<file path="src/rtl/ula_ctrl_idex_pkg.sv">
// Shared ALU-control types, MIPS opcode/funct constants and immediate extenders
// for the ID/EX stage feeding the 32-slice ALU array.
package ula_pkg;

  typedef enum logic [2:0] {
    OP_AND  = 3'b000,
    OP_OR   = 3'b001,
    OP_ADD  = 3'b010,
    OP_NOR  = 3'b011,
    OP_RSVD = 3'b100,
    OP_XOR  = 3'b101,
    OP_SUB  = 3'b110,
    OP_SLT  = 3'b111
  } ula_op_t;

  localparam logic [5:0] OPC_RTYPE = 6'h00;
  localparam logic [5:0] OPC_BEQ   = 6'h04;
  localparam logic [5:0] OPC_BNE   = 6'h05;
  localparam logic [5:0] OPC_ADDI  = 6'h08;
  localparam logic [5:0] OPC_ADDIU = 6'h09;
  localparam logic [5:0] OPC_SLTI  = 6'h0A;
  localparam logic [5:0] OPC_ANDI  = 6'h0C;
  localparam logic [5:0] OPC_ORI   = 6'h0D;
  localparam logic [5:0] OPC_XORI  = 6'h0E;
  localparam logic [5:0] OPC_LW    = 6'h23;
  localparam logic [5:0] OPC_SW    = 6'h2B;

  localparam logic [5:0] FN_ADD  = 6'h20;
  localparam logic [5:0] FN_ADDU = 6'h21;
  localparam logic [5:0] FN_SUB  = 6'h22;
  localparam logic [5:0] FN_SUBU = 6'h23;
  localparam logic [5:0] FN_AND  = 6'h24;
  localparam logic [5:0] FN_OR   = 6'h25;
  localparam logic [5:0] FN_XOR  = 6'h26;
  localparam logic [5:0] FN_NOR  = 6'h27;
  localparam logic [5:0] FN_SLT  = 6'h2A;

  // Extenders produce the widest supported datapath; callers truncate to WIDTH.
  localparam int EXT_W = 64;

  function automatic logic [EXT_W-1:0] sign_ext16(input logic [15:0] imm);
    return {{(EXT_W-16){imm[15]}}, imm};
  endfunction

  function automatic logic [EXT_W-1:0] zero_ext16(input logic [15:0] imm);
    return {{(EXT_W-16){1'b0}}, imm};
  endfunction

endpackage

</file>
<file path="src/rtl/ula_ctrl_idex_decoder.sv">
// Combinational opcode/funct decoder producing the ALU slice operation,
// operand-B source, immediate extension kind, overflow-trap enable and illegal flag.
module ula_decoder
  import ula_pkg::*;
(
  input  logic [5:0] opcode,
  input  logic [5:0] funct,
  output ula_op_t    op,
  output logic       use_imm,
  output logic       zext,
  output logic       ovf_en,
  output logic       illegal
);

  always_comb begin
    op      = OP_AND;
    use_imm = 1'b0;
    zext    = 1'b0;
    ovf_en  = 1'b0;
    illegal = 1'b0;
    case (opcode)
      OPC_RTYPE: begin
        case (funct)
          FN_ADD:  begin op = OP_ADD; ovf_en = 1'b1; end
          FN_ADDU: op = OP_ADD;
          FN_SUB:  begin op = OP_SUB; ovf_en = 1'b1; end
          FN_SUBU: op = OP_SUB;
          FN_AND:  op = OP_AND;
          FN_OR:   op = OP_OR;
          FN_XOR:  op = OP_XOR;
          FN_NOR:  op = OP_NOR;
          FN_SLT:  op = OP_SLT;
          default: illegal = 1'b1;
        endcase
      end
      OPC_ADDI:  begin op = OP_ADD; use_imm = 1'b1; ovf_en = 1'b1; end
      OPC_ADDIU: begin op = OP_ADD; use_imm = 1'b1; end
      OPC_SLTI:  begin op = OP_SLT; use_imm = 1'b1; end
      OPC_ANDI:  begin op = OP_AND; use_imm = 1'b1; zext = 1'b1; end
      OPC_ORI:   begin op = OP_OR;  use_imm = 1'b1; zext = 1'b1; end
      OPC_XORI:  begin op = OP_XOR; use_imm = 1'b1; zext = 1'b1; end
      OPC_LW,
      OPC_SW:    begin op = OP_ADD; use_imm = 1'b1; end
      OPC_BEQ,
      OPC_BNE:   op = OP_SUB;
      default:   illegal = 1'b1;
    endcase
  end

endmodule

</file>
<file path="src/rtl/ula_ctrl_idex.sv">
// ID/EX stage: decodes ALU controls, selects operand B and registers the op
// behind a valid/ready handshake with stall and flush.
module ula_ctrl_idex
  import ula_pkg::*;
#(
  parameter int         WIDTH      = 32,
  parameter logic [2:0] RESET_CTRL = 3'b000
) (
  input  logic             clk,
  input  logic             rst_n,
  input  logic             in_valid,
  output logic             in_ready,
  input  logic [5:0]       opcode,
  input  logic [5:0]       funct,
  input  logic [WIDTH-1:0] rs_data,
  input  logic [WIDTH-1:0] rt_data,
  input  logic [15:0]      imm16,
  input  logic             flush,
  output logic             out_valid,
  input  logic             out_ready,
  output logic [WIDTH-1:0] ula_a,
  output logic [WIDTH-1:0] ula_b,
  output logic [2:0]       ULAcontrole,
  output logic             addsub,
  output logic             cin0,
  output logic             is_slt,
  output logic             ovf_en,
  output logic             illegal
);

  ula_op_t          dec_op;
  logic             dec_use_imm, dec_zext, dec_ovf_en, dec_illegal;
  logic [WIDTH-1:0] imm_ext;
  logic             load;

  logic             valid_q, valid_d;
  logic             illegal_q, illegal_d;
  logic [2:0]       ctrl_q, ctrl_d;
  logic             addsub_q, addsub_d;
  logic             is_slt_q, is_slt_d;
  logic             ovf_en_q, ovf_en_d;
  logic [WIDTH-1:0] a_q, a_d;
  logic [WIDTH-1:0] b_q, b_d;

  ula_decoder u_dec (
    .opcode  (opcode),
    .funct   (funct),
    .op      (dec_op),
    .use_imm (dec_use_imm),
    .zext    (dec_zext),
    .ovf_en  (dec_ovf_en),
    .illegal (dec_illegal)
  );

  assign in_ready = !valid_q || out_ready;
  assign load     = in_valid && in_ready;
  assign imm_ext  = dec_zext ? WIDTH'(zero_ext16(imm16)) : WIDTH'(sign_ext16(imm16));

  // Decoder results only reach the flops on a load, so garbage on idle inputs stays out.
  always_comb begin
    valid_d   = valid_q;
    illegal_d = illegal_q;
    ctrl_d    = ctrl_q;
    addsub_d  = addsub_q;
    is_slt_d  = is_slt_q;
    ovf_en_d  = ovf_en_q;
    a_d       = a_q;
    b_d       = b_q;
    if (flush) begin
      valid_d   = 1'b0;
      illegal_d = 1'b0;
    end else if (load) begin
      valid_d   = 1'b1;
      illegal_d = dec_illegal;
      a_d       = rs_data;
      b_d       = dec_use_imm ? imm_ext : rt_data;
      if (dec_illegal) begin
        ctrl_d   = RESET_CTRL;
        addsub_d = 1'b0;
        is_slt_d = 1'b0;
        ovf_en_d = 1'b0;
      end else begin
        ctrl_d   = dec_op;
        addsub_d = (dec_op == OP_SUB) || (dec_op == OP_SLT);
        is_slt_d = (dec_op == OP_SLT);
        ovf_en_d = dec_ovf_en;
      end
    end else if (out_ready) begin
      valid_d = 1'b0;
    end
  end

  always_ff @(posedge clk) begin
    if (!rst_n) begin
      valid_q   <= 1'b0;
      illegal_q <= 1'b0;
      ctrl_q    <= RESET_CTRL;
      addsub_q  <= 1'b0;
      is_slt_q  <= 1'b0;
      ovf_en_q  <= 1'b0;
    end else begin
      valid_q   <= valid_d;
      illegal_q <= illegal_d;
      ctrl_q    <= ctrl_d;
      addsub_q  <= addsub_d;
      is_slt_q  <= is_slt_d;
      ovf_en_q  <= ovf_en_d;
    end
  end

  // Operands are qualified by out_valid, so they carry no reset.
  always_ff @(posedge clk) begin
    a_q <= a_d;
    b_q <= b_d;
  end

  assign out_valid   = valid_q;
  assign illegal     = illegal_q;
  assign ULAcontrole = ctrl_q;
  assign addsub      = addsub_q;
  assign cin0        = addsub_q;
  assign is_slt      = is_slt_q;
  assign ovf_en      = ovf_en_q;
  assign ula_a       = a_q;
  assign ula_b       = b_q;

endmodule

</file>
<file path="config.mk">
export PLATFORM = sky130hd
export DESIGN_NAME = ula_ctrl_idex
export DESIGN_NICKNAME = d
export VERILOG_FILES = /design/src/rtl/ula_ctrl_idex_pkg.sv /design/src/rtl/ula_ctrl_idex_decoder.sv /design/src/rtl/ula_ctrl_idex.sv
export SDC_FILE = /design/constraint.sdc
export NUM_CORES = 1
export LEC_CHECK = 0
export CAP_MARGIN = 20
export CORE_UTILIZATION = 38
export CTS_CLUSTER_SIZE = 28
export DETAILED_ROUTE_END_ITERATION = 8
export GPL_TIMING_DRIVEN = 0
export HOLD_SLACK_MARGIN = 0.12
export PLACE_DENSITY = 0.85
export SLEW_MARGIN = 25
export SYNTH_ARGS = -nofsm -noshare
export SYNTH_HDL_FRONTEND = slang
export SYNTH_SLANG_ARGS = --single-unit
</file>
<file path="constraint.sdc">
create_clock -name clk -period 3 [get_ports clk]
set_clock_uncertainty 0.05 [all_clocks]
set_input_delay 0.45 -clock clk [delete_from_list [all_inputs] [get_ports clk]]
set_output_delay 0.45 -clock clk [all_outputs]
set_load 0.005 [all_outputs]
</file>
* Yosys cells after proc, flatten, opt, wreduce, memory -nomap -nowiden
Cells that the tools add are included.
Storage, ports and cells: output and inout bits 74, logic and storage cells 64, bits in registers 72
Cells by class: bitwise operators 2, multiplexer cells 16, reduce and logical (&&, ||, !) cells 17, equal/unequal tests 21
Operator list (count):
- $eq A6 B6 Y1 const B | 11
- $mux W32 | 2
- $eq A6 B4 Y1 const B | 6
- $pmux W3 S6 | 2
- $eq A6 B3 Y1 const B | 2
- $reduce_or A10 Y1 | 1
- $reduce_or A2 Y1 | 5
- $mux W1 | 9
- $reduce_or A9 Y1 | 1
- $reduce_or A8 Y1 | 1
- $eq A3 B3 Y1 const B | 2
- $logic_not A6 Y1 | 1
- $pmux W1 S2 | 2
- $reduce_or A4 Y1 | 1
- $mux W3 | 1
- $reduce_or A3 Y1 | 1
- $logic_or A1 B1 Y1 | 2
- $not A1 Y1 | 2
- $reduce_and A2 Y1 | 1
- $reduce_bool A2 Y1 | 1
- $logic_and A1 B1 Y1 | 1
- $logic_not A1 Y1 | 1

* Logic depth before layout (Yosys ltp)
word-level depth 7, depth in mapped cells 8

* Modules after synthesis
Synthesis repeated with hierarchy kept, for this count alone.
Unflattened totals: cells, all modules 206, area total of the unflattened synthesis 2931.6 µm²
By module, submodules not included:
- ula_ctrl_idex | area each 2647.5 µm², instances 1, seq. area each 2082.0 µm², cells each 159
- ula_decoder | area each 284.0 µm², instances 1, seq. area each 0.0 µm², cells each 47

* Least setup slack after synthesis
OpenSTA, ideal clock, no wires.
path kind input to register, from in out_ready, to reg is_slt_q, in the netlist is_slt, path slack 0.262 ns, arrival time 2.614 ns, cell stages on the path 5, required time 2.876 ns, buffers on the path 0, cells stage by stage nand2b_1 nand3b_1 inv_1 o211ai_1 o21ai_1
Between the ends: cells in the longest elaborated chain, start to end 3
Ends and longest elaborated chain:
- start: declaration | line ula_ctrl_idex.sv:20 | input logic out_ready,
- $logic_or A1 B1 Y1 | line ula_ctrl_idex.sv:55 | assign in_ready = !valid_q || out_ready;
- $logic_and A1 B1 Y1 | line ula_ctrl_idex.sv:56 | assign load = in_valid && in_ready;
- $reduce_and A2 Y1 (no source line)
- end signal: assignment | line ula_ctrl_idex.sv:106 | is_slt_q <= is_slt_d;
- end: declaration | line ula_ctrl_idex.sv:40 | logic is_slt_q, is_slt_d;
No other way between the ends. A chain may end at the register's enable or synchronous reset.

* Final worst setup path
from in opcode[3], to reg b_q[6], in the netlist ula_b[6], data pin
Between the ends: cells in the longest elaborated chain, start to end 4
Ends and longest elaborated chain:
- start: declaration | line ula_ctrl_idex.sv:13 | input logic [5:0] opcode,
- $eq A6 B4 Y1 / $eq A6 B6 Y1 (equally long branches) | line ula_ctrl_idex_decoder.sv:21 | case (opcode)
- $reduce_or A8 Y1 (no source line) (*)
- $mux W1 (*) | line ula_ctrl_idex_decoder.sv:21
- $mux W32 (*) | line ula_ctrl_idex.sv:76 | b_d = dec_use_imm ? imm_ext : rt_data;
- end signal: assignment | line ula_ctrl_idex.sv:114 | b_q <= b_d;
- end: declaration | line ula_ctrl_idex.sv:43 | logic [WIDTH-1:0] b_q, b_d;
Every way passes the cells marked *; elsewhere a longest branch is shown, timed or not.

==> metrics.csv <==
metric,value,unit
outcome,"finished, final reports clean",
class of the worst hold path,reg -> reg,
Setup crit start kind,input port,
postcts setup bufs,0,
RSZ-0062 raised after global routing,false,
Finish-stage setup viols,0,
largest net degree at the start of global routing,41,
max frequency,470,MHz
row count,31,
root buf cell,clkbuf_8,
Max Slew Vio Count,0,
vias in the first global route,2132,
Filler cells,543,
Worst Path Required,3.03,ns
Final min period,2.13,ns
Worst Tran Pin Value,0.425,ns
"Power, Total",2.22,mW
setup tns final,0,ns
CP max FO,10,
Worst EP arrival,2.16,ns
Netlist Area Pre-Place,2910,um^2
crit path cell chain,clkdlybuf4s50_1 -> a21bo_1 -> nor2_2 -> o21bai_2 -> buf_4 -> mux2_2,
met2 Usage GRT,31.2,%
average cell area after synthesis,15.2,um^2
Setup crit start,opcode[3],
CP Buf/Inv Count,2,
clk_lat worst skew,0.33,ns
routed len/inst,15.0,um
CP endpoint kind,flip-flop,
"Slowest-stage cell, CP",clkdlybuf4s50_1,
Final Wtd Congestion,0.845,
Ant. Diodes,0,
HPWL after DPL,5.43,mm
first drt pass iteration count,4,
leakage,1.81,nW
initial antenna violation count,0,
Avg Vias per Cell,4.78,
Slew HR,71.7,%
Crit path max-delay family,buffers and inverters,
Reg area,2080,um^2
pwr/cell area,454,nW/um^2
Mapped Nets,289,
Die Span Y,89.6,um
Clock Sinks,72,
RR Startpoint,out_valid,
clk buf depth,2,
cts hold-fix bufs,0,
hold path start,ULAcontrole[0],
first-pass GRT wire length,10.3,mm
Via Count,2258,
final period utilization,71.0,%
Peak VDD IR,0.202,mV
number of CTS-inserted buffers,9,
number of remaining DRC errors,0,
Post-Synthesis Cells,192,
post-synthesis sequential area ratio,71.4,%
"Reg clk slew, reported paths",0.07,ns
Core Area,7330,um^2
Die ar.,8020,um^2
"Distinct cells, synth",38,
Buffers on Ports,164,
Initial DRC Count,84,
Global Route met1 Usage,19.7,%
total grt overflow,0,
multi-input logic area,733,um^2
Starting Density,39.8,%
Synthesis Warnings,0,
Synth Register Bits,72,
CTS tree,built,
Min Hold Slack,0.411,ns
die width,89.6,um
worst setup path category,in -> reg,
Tot GR Track Use,17.7,%
# IOs,171,
Finished Cell Area,4900,um^2
met3 Use GR,5.03,%
share of post-route cells with drive strength above 1,12.1,%
Detail Route Antenna Nets,0,
Area Growth Syn to Fin,68.1,%
Max H-tree Level,3,
Max stage delay on crit path,0.49,ns
busiest grt layer,met2,
Routed WL,7.08,mm
Post-Place Cell Area,4700,um^2
Max-cap violations,0,
fin util,66.8,%
final net count,465,
Final Hold Vio Count,0,
post-CTS sizing,0,
## worst paths after layout
kind,end,slack (ns),cells past startpoint
worst max-delay path,ula_b[6],0.87,6
worst max register to register,ula_a[17],1.23,4
worst min register to register,ULAcontrole[0],0.41,2
worst min-delay path,ULAcontrole[0],0.41,2
## worst reg2reg max path, stage by stage, from the launching register on
cell	delay (ns)
dfxtp_1	0.31
nand2b_1	0.14
nand3b_1	0.26
inv_4	0.39
buf_12	0.28
## cell type report
cell class | count | area share, %
Sequential cell | 72 | 42.5
Multi-Input combinational cell | 103 | 15.0
Tap cell | 99 | 2.53
Inverter | 5 | 0.434
Clock buffer | 9 | 2.53
Timing Repair Buffer | 165 | 33.9
Clock inverter | 7 | 1.46
Buffer | 12 | 1.64
## cell usage after synthesis (all sizes together)
| library cell | number | area [um^2] |
|---|---|---|
| a21bo | 2 | 20.0 |
| a21o | 16 | 120 |
| a21oi | 13 | 68.8 |
| a2bb2oi | 1 | 8.76 |
| a31o | 1 | 8.76 |
| a31oi | 1 | 6.26 |
| and3 | 2 | 12.5 |
| and4b | 1 | 10.0 |
| buf | 10 | 72.6 |
| clkbuf | 2 | 7.51 |
| dfxtp | 8 | 160 |
| edfxtp | 64 | 1920 |
| inv | 5 | 18.8 |
| mux2 | 16 | 180 |
| nand2 | 7 | 26.3 |
| nand2b | 2 | 12.5 |
| nand3 | 4 | 20.0 |
| nand3b | 2 | 15.0 |
| nor2 | 6 | 25.0 |
| nor2b | 5 | 31.3 |
| nor3 | 3 | 15.0 |
| nor3b | 1 | 7.51 |
| nor4 | 2 | 27.5 |
| nor4bb | 1 | 10.0 |
| o211ai | 2 | 15.0 |
| o21ai | 10 | 50.1 |
| o21bai | 1 | 11.3 |
| o31ai | 2 | 15.0 |
| o32a | 1 | 10.0 |
| or3 | 1 | 6.26 |
## report_power, final
group | internal [mW] | total [mW] | switching, mW | leakage, nW
registers | 1.14 | 1.15 | 0.0110 | 0.665
logic | 0.216 | 0.322 | 0.106 | 1.05
clock network | 0.384 | 0.746 | 0.362 | 0.0949
total | 1.74 | 2.22 | 0.478 | 1.81
## routing by layer
layer  share of wire (%)  vias to the layer above
met5                   0                        -
met4                 2.6                        0
met3                 7.6                       16
met2                  52                      114
met1                  38                     1051
li1                    -                     1077
## flip-flops by register name, indices dropped and copies added (netlist names)
name and cells:
ULAcontrole 3, addsub 1, illegal 1, is_slt 1
out_valid 1, ovf_en 1, ula_a 32, ula_b 32
## per-stage QoR
stage / setup slack (ns) / instances
3_3_place_gp: -0.853 / 455
4_1_cts: 0.870 / 472
6_report: 0.871 / 472
3_5_place_dp: 0.508 / 456
5_1_grt: 0.819 / 472
2_1_floorplan: 0.262 / 192
## cells in the final DEF (no fill, tap or decap), types with 2 or more instances in the layout
cell type	instances
buf_6	2
edfxtp_1	64
nand3b_1	2
clkbuf_1	2
clkinv_1	2
nor2b_1	5
nor2_1	5
nor3_1	3
nand3_1	4
and3_1	2
clkdlybuf4s50_1	164
nand2b_1	2
o21ai_1	2
o31ai_1	2
mux2_2	14
o211ai_1	2
dfxtp_1	8
inv_1	4
buf_4	4
a21o_1	16
a21oi_1	12
nand2_1	7
clkinv_4	2
o21ai_0	8
clkbuf_8	9
buf_2	4
mux2_1	2
## kinds of logic (layout without fill, tap and decap cells)
logic type	Yosys count	count (layout)	synth area share, %
AO/OA/AOI/OAI	50	50	11.5
buffers and inverters	17	198	3.39
flip-flops	72	72	71.4
multiplexers	16	16	6.18
AND/OR/NAND/NOR	37	37	7.51
No activity file was read; power rests on OpenSTA's default activity.
